`src/rtl/mem_arb_pkg.sv`:
```
// Shared types and the address helper for the memory arbiter.
package mem_arb_pkg;

  typedef enum logic [1:0] {
    IDLE  = 2'd0,
    BURST = 2'd1,
    DONE  = 2'd2
  } statetype;

  typedef enum logic {
    GNT_I = 1'b0,
    GNT_D = 1'b1
  } granttype;

  // Keep the block bits of addr and replace the word-offset field with idx.
  function automatic logic [31:0] blk_addr(input logic [31:0] addr,
                                           input logic [31:0] idx,
                                           input int          idxw);
    logic [31:0] mask;
    mask = (32'd1 << (idxw + 2)) - 32'd1;
    return (addr & ~mask) | ((idx << 2) & mask);
  endfunction

endpackage

```
`src/rtl/mem_arb_idxctr.sv`:
```
// Word-index counter for one burst: clear at grant, step on each memory
// Valid, and flag the final word so the FSM knows when to leave BURST.
module mem_arb_idxctr #(
  parameter int BLOCKSIZE = 4,
  parameter int IDXW      = $clog2(BLOCKSIZE)
) (
  input  logic            clk,
  input  logic            reset,
  input  logic            clr,
  input  logic            inc,
  output logic [IDXW-1:0] idx,
  output logic            last
);

  assign last = (idx == IDXW'(BLOCKSIZE - 1));

  // Hold at the last index so the granted side still sees it during DONE.
  always_ff @(posedge clk or negedge reset) begin
    if (!reset) begin
      idx <= '0;
    end else if (clr) begin
      idx <= '0;
    end else if (inc && !last) begin
      idx <= idx + 1'b1;
    end
  end

endmodule

```
`src/rtl/mem_arbiter.sv`:
```
// Two-port burst arbiter in front of the single-ported word memory.
// The I side only reads; the D side reads or writes back a whole block.
// Optional build macro MEM_ARB_RR_EN selects round-robin arbitration
// instead of fixed D-over-I priority.
//
// Handshake: a requester raises req and holds it until its done pulse.
// Toward memory, re or we is held high through BURST and each one-cycle
// mem_valid pulse retires exactly one word; mem_a/mem_wd stay stable
// until that pulse.
module mem_arbiter
  import mem_arb_pkg::*;
#(
  parameter  int BLOCKSIZE = 4,
  localparam int IDXW      = $clog2(BLOCKSIZE)
) (
  input  logic            clk,
  input  logic            reset,
  input  logic            i_req,
  input  logic [31:0]     i_addr,
  output logic [31:0]     i_rd,
  output logic            i_wordvalid,
  output logic [IDXW-1:0] i_wordidx,
  output logic            i_done,
  input  logic            d_req,
  input  logic            d_we,
  input  logic [31:0]     d_addr,
  input  logic [31:0]     d_wd,
  output logic [31:0]     d_rd,
  output logic            d_wordvalid,
  output logic [IDXW-1:0] d_wordidx,
  output logic            d_done,
  output logic            mem_re,
  output logic            mem_we,
  output logic [31:0]     mem_a,
  output logic [31:0]     mem_wd,
  input  logic [31:0]     mem_rd,
  input  logic            mem_valid,
  output logic [1:0]      dbg_state
);

  statetype        state;
  granttype        gnt;
  logic            we_lat;
  logic [31:0]     addr_lat;
  logic [IDXW-1:0] idx;
  logic            last;
  logic            any_req;
  logic            grant_d;
  logic            in_burst;
  logic            active;
  logic            is_d;

  assign any_req = i_req | d_req;

`ifdef MEM_ARB_RR_EN
  granttype last_gnt;

  // On a tie, the side that did not win last time gets the bus.
  assign grant_d = d_req & (~i_req | (last_gnt == GNT_I));

  // Remember who won each arbitration.
  always_ff @(posedge clk or negedge reset) begin
    if (!reset) begin
      last_gnt <= GNT_I;
    end else if (state == IDLE && any_req) begin
      last_gnt <= grant_d ? GNT_D : GNT_I;
    end
  end
`else
  assign grant_d = d_req;
`endif

  mem_arb_idxctr #(.BLOCKSIZE(BLOCKSIZE), .IDXW(IDXW)) u_idxctr (
    .clk   (clk),
    .reset (reset),
    .clr   (state == IDLE && any_req),
    .inc   (state == BURST && mem_valid),
    .idx   (idx),
    .last  (last)
  );

  // Burst sequencer: grant and latch in IDLE, one word per Valid in BURST,
  // one quiet cycle in DONE.
  always_ff @(posedge clk or negedge reset) begin
    if (!reset) begin
      state    <= IDLE;
      gnt      <= GNT_I;
      we_lat   <= 1'b0;
      addr_lat <= '0;
    end else begin
      case (state)
        IDLE: begin
          if (any_req) begin
            gnt      <= grant_d ? GNT_D : GNT_I;
            we_lat   <= grant_d & d_we;
            addr_lat <= grant_d ? d_addr : i_addr;
            state    <= BURST;
          end
        end
        BURST: begin
          if (mem_valid && last) begin
            state <= DONE;
          end
        end
        DONE:    state <= IDLE;
        default: state <= IDLE;
      endcase
    end
  end

  assign in_burst = (state == BURST);
  assign active   = (state != IDLE);
  assign is_d     = (gnt == GNT_D);

  assign mem_re = in_burst & ~(is_d & we_lat);
  assign mem_we = in_burst & is_d & we_lat;
  assign mem_a  = in_burst ? blk_addr(addr_lat, 32'(idx), IDXW) : '0;
  assign mem_wd = mem_we ? d_wd : '0;

  assign i_rd        = mem_rd;
  assign d_rd        = mem_rd;
  assign i_wordvalid = mem_valid & in_burst & ~is_d;
  assign d_wordvalid = mem_valid & in_burst & is_d & ~we_lat;
  assign i_wordidx   = (active & ~is_d) ? idx : '0;
  assign d_wordidx   = (active & is_d) ? idx : '0;
  assign i_done      = (state == DONE) & ~is_d;
  assign d_done      = (state == DONE) & is_d;
  assign dbg_state   = state;

endmodule

```
`config.mk`:
```
export PLATFORM = sky130hd
export DESIGN_NAME = mem_arbiter
export DESIGN_NICKNAME = d
export VERILOG_FILES = /design/src/rtl/mem_arb_pkg.sv /design/src/rtl/mem_arb_idxctr.sv /design/src/rtl/mem_arbiter.sv
export SDC_FILE = /design/constraint.sdc
export NUM_CORES = 1
export LEC_CHECK = 0
export BUFFER_PORTS_ARGS = -buffer_cell sky130_fd_sc_hd__buf_2
export CORE_AREA = 2 2 106 108
export CTS_CLUSTER_DIAMETER = 200
export DETAILED_ROUTE_END_ITERATION = 7
export DIE_AREA = 0 0 108 110
export PLACE_DENSITY = 0.66
export SYNTH_ARGS = -nofsm -noshare
export SYNTH_HDL_FRONTEND = slang
export SYNTH_HIERARCHICAL = 1
export SYNTH_SLANG_ARGS = --single-unit
```
`constraint.sdc`:
```
create_clock -name clk -period 3.4 [get_ports clk]
set_clock_uncertainty 0.05 [all_clocks]
set_input_delay 0 -clock clk [delete_from_list [all_inputs] [get_ports clk]]
set_output_delay 0 -clock clk [all_outputs]
set_load 0.01 [all_outputs]
```
==> flow_metrics.tcl <==
set metrics [dict create \
    outcome "finished clean" \
    place.gp.congestion 0.7972 \
    postLayoutCoreUtil_pct 33.87 \
    p_per_area_nw_per_um2 663.9 \
    critPathCaptureType "register" \
    cts_sinks 34 \
    min_path_type "in2reg" \
    postRouteWirelength_mm 9.138 \
    ios 274 \
    insertion_delay_ps 280 \
    grt_use_total_pct 14.27 \
    drtAntennaViolNets 0 \
    seq_power_share_pct 30.5 \
    rsz0062_at_grt "no" \
    grt_start_max_net_pins 35 \
    crit_fanout 32 \
    die_y_um 110 \
    slew_viol_final 0 \
    intPower_mw 1.485 \
    grt_pass1_vias 2339 \
    clkPwrFrac_pct 12.3 \
    layout-drive-gt1-share_pct 59.19 \
    numCtsBuffers 5 \
    finish.instance_area_um2 3623 \
    dp_hpwl_mm 7.261 \
    fin_ws_ps 1451 \
    synth_cells 263 \
    row_count 38 \
    power.leakage_nw 1.882 \
    max-vdd-ir-drop_mv 0.3597 \
    grt_pass1_wl_mm 12.59 \
    root_buffer "clkbuf_8" \
    die_w_um 108 \
    cts_setup_buffers 0 \
    ys_types 32 \
    h-tree-depth 2 \
    antenna_found_initial 2 \
    hold_viol 0 \
    die_area_um2 11880 \
    drt-initial-drc-count 108 \
    max_slew.worst_pin.slew_ps 787.8 \
    drc 0 \
    layout_common_cells "167 x buf_2, 62 x and2_1, 45 x mux2_2" \
    avgSynthCellArea_um2 10.31 \
    yosys_register_bits 34 \
    combPwrFrac_pct 57.2 \
    timing.hold.ws_ps 17.64 \
    swShare_pct 38.27 \
    setup_tns_ps 0 \
    cts.clk_slew.worst_paths_ps 70 \
    placed_cell_area_um2 3168 \
    path_delay_family "buffers and inverters" \
    ys_seq_area_share_pct 31.38 \
    setup_viol 0 \
    clk_path_buf_depth 2 \
    wire_per_inst_um 16.99 \
    place_ws_ps 1435 \
    slowest_stage "inv_2" \
    crit_chain "nor2_4 -> o21ai_2 -> inv_2 -> mux2_2" \
    grt_overflow 0 \
    max_freq_ghz 0.5130 \
    start_kind "register" \
    cp.required_ps 3510 \
    fin_total_pwr_mw 2.406 \
    stdcell_count 538 \
    port_buffers 167 \
    max_cap_viol_count 0 \
    nNetsFinal 533 \
    cp_num_buf_inv 1 \
    area_growth_pct 33.64 \
    dp_cells 494 \
    layout_commonest_cell "buf_2" \
    cts_tree "yes" \
    via_per_inst 4.227 \
    core_area_um2 10700 \
    relSlewSlack_pct 47.48 \
    vias 2274 \
    first_pass_iters 4 \
    power.switching_uw 920.8 \
    cp_data_arrival_time_ps 2060 \
    fin_crit_ps 1949 \
    critPathMaxStageDelay_ps 550 \
    timing.final.crit_share_pct 57.33 \
    critPathKind "reg2reg" \
    ys_warn_count 6 \
    start_util_pct 25.35 \
    syn_area_um2 2711 \
]
cells in the mapped netlist (all sizes together):
cell type	instances	area share, %
dfrtp	34	31
nand4bb	1	0.42
conb	1	0.14
a22o	1	0.32
inv	2	0.28
mux2	57	25
and2b	1	0.28
and3	2	0.65
nor2	3	0.69
and3b	3	0.97
buf	75	21
a21boi	1	0.28
nor2b	2	0.74
a32o	1	0.37
nand2	5	0.69
clkbuf	4	0.55
ha	1	0.46
nor3b	4	1.1
and2	62	14
o21ai	2	0.51
nand2b	1	0.23
cell type report:
cell class	count	area, um2
Antenna cell	1	2.502
Timing Repair Buffer	206	1221
Tap cell	140	175.2
Clock buffer	6	82.58
Fill cell	1120	7074
Sequential cell	34	850.8
Multi-Input combinational cell	149	1284
Inverter	2	7.507
sequential cells by signal, summed over array words and instances (netlist names):
register,count
gnt,1
we_lat,1
u_idxctr/idx,2
addr_lat,28
dbg_state,2
repair_timing:
item	in CTS	in global routing
setup endpoints to repair	0	0
gates resized for setup	0	0
endpoints found under the hold margin	102	0
hold buffers	37	0
worst reg2reg max path, stage by stage, from the launching register on:
cell and delay (ps):
dfrtp_1 460, nor2_4 220, o21ai_2 110, inv_2 550, mux2_2 440
power by group through the flow:
stage / clock, mW / sequential [mW] / combinational (mW)
after floorplan: 0 / 0.686 / 0.962
after global placement: 0 / 0.729 / 1.30
after detailed placement: 0 / 0.737 / 1.31
after CTS: 0.315 / 0.733 / 1.40
after global routing: 0.328 / 0.763 / 1.50
final: 0.296 / 0.733 / 1.38
final timing paths:
kind | startpoint | to | cells past startpoint | slack, ps
min in group asynchronous | reset | addr_lat[27] | 2 | 300
max in group asynchronous | reset | dbg_state[1] | 2 | 2500
worst min register to register | addr_lat[4] | addr_lat[4] | 1 | 450
worst max register to register | dbg_state[1] | addr_lat[6] | 4 | 1450
worst min-delay path | i_addr[17] | addr_lat[17] | 3 | 20
worst max-delay path | dbg_state[1] | addr_lat[6] | 4 | 1450
routing by layer:
layer	track usage, %	vias up	share of wire (%)
met5	0	-	0.14
met4	3.938	2	1.4
li1	-	1063	-
met3	4.703	11	8.9
met1	16.85	1054	41
met2	24.89	144	49
kinds of logic (layout without fill, tap and decap cells):
| logic type | after synthesis | after routing | synth area share, % |
|---|---|---|---|
| buf+inv | 81 | 214 | 21.41 |
| mux | 57 | 57 | 25.06 |
| flops | 34 | 34 | 31.38 |
| fa+ha+maj | 1 | 1 | 0.4614 |
| simple gates | 84 | 84 | 20.07 |
| compound gates | 5 | 5 | 1.477 |
| other cells | 1 | 3 | 0.1383 |
No activity file was read; power rests on OpenSTA's default activity.
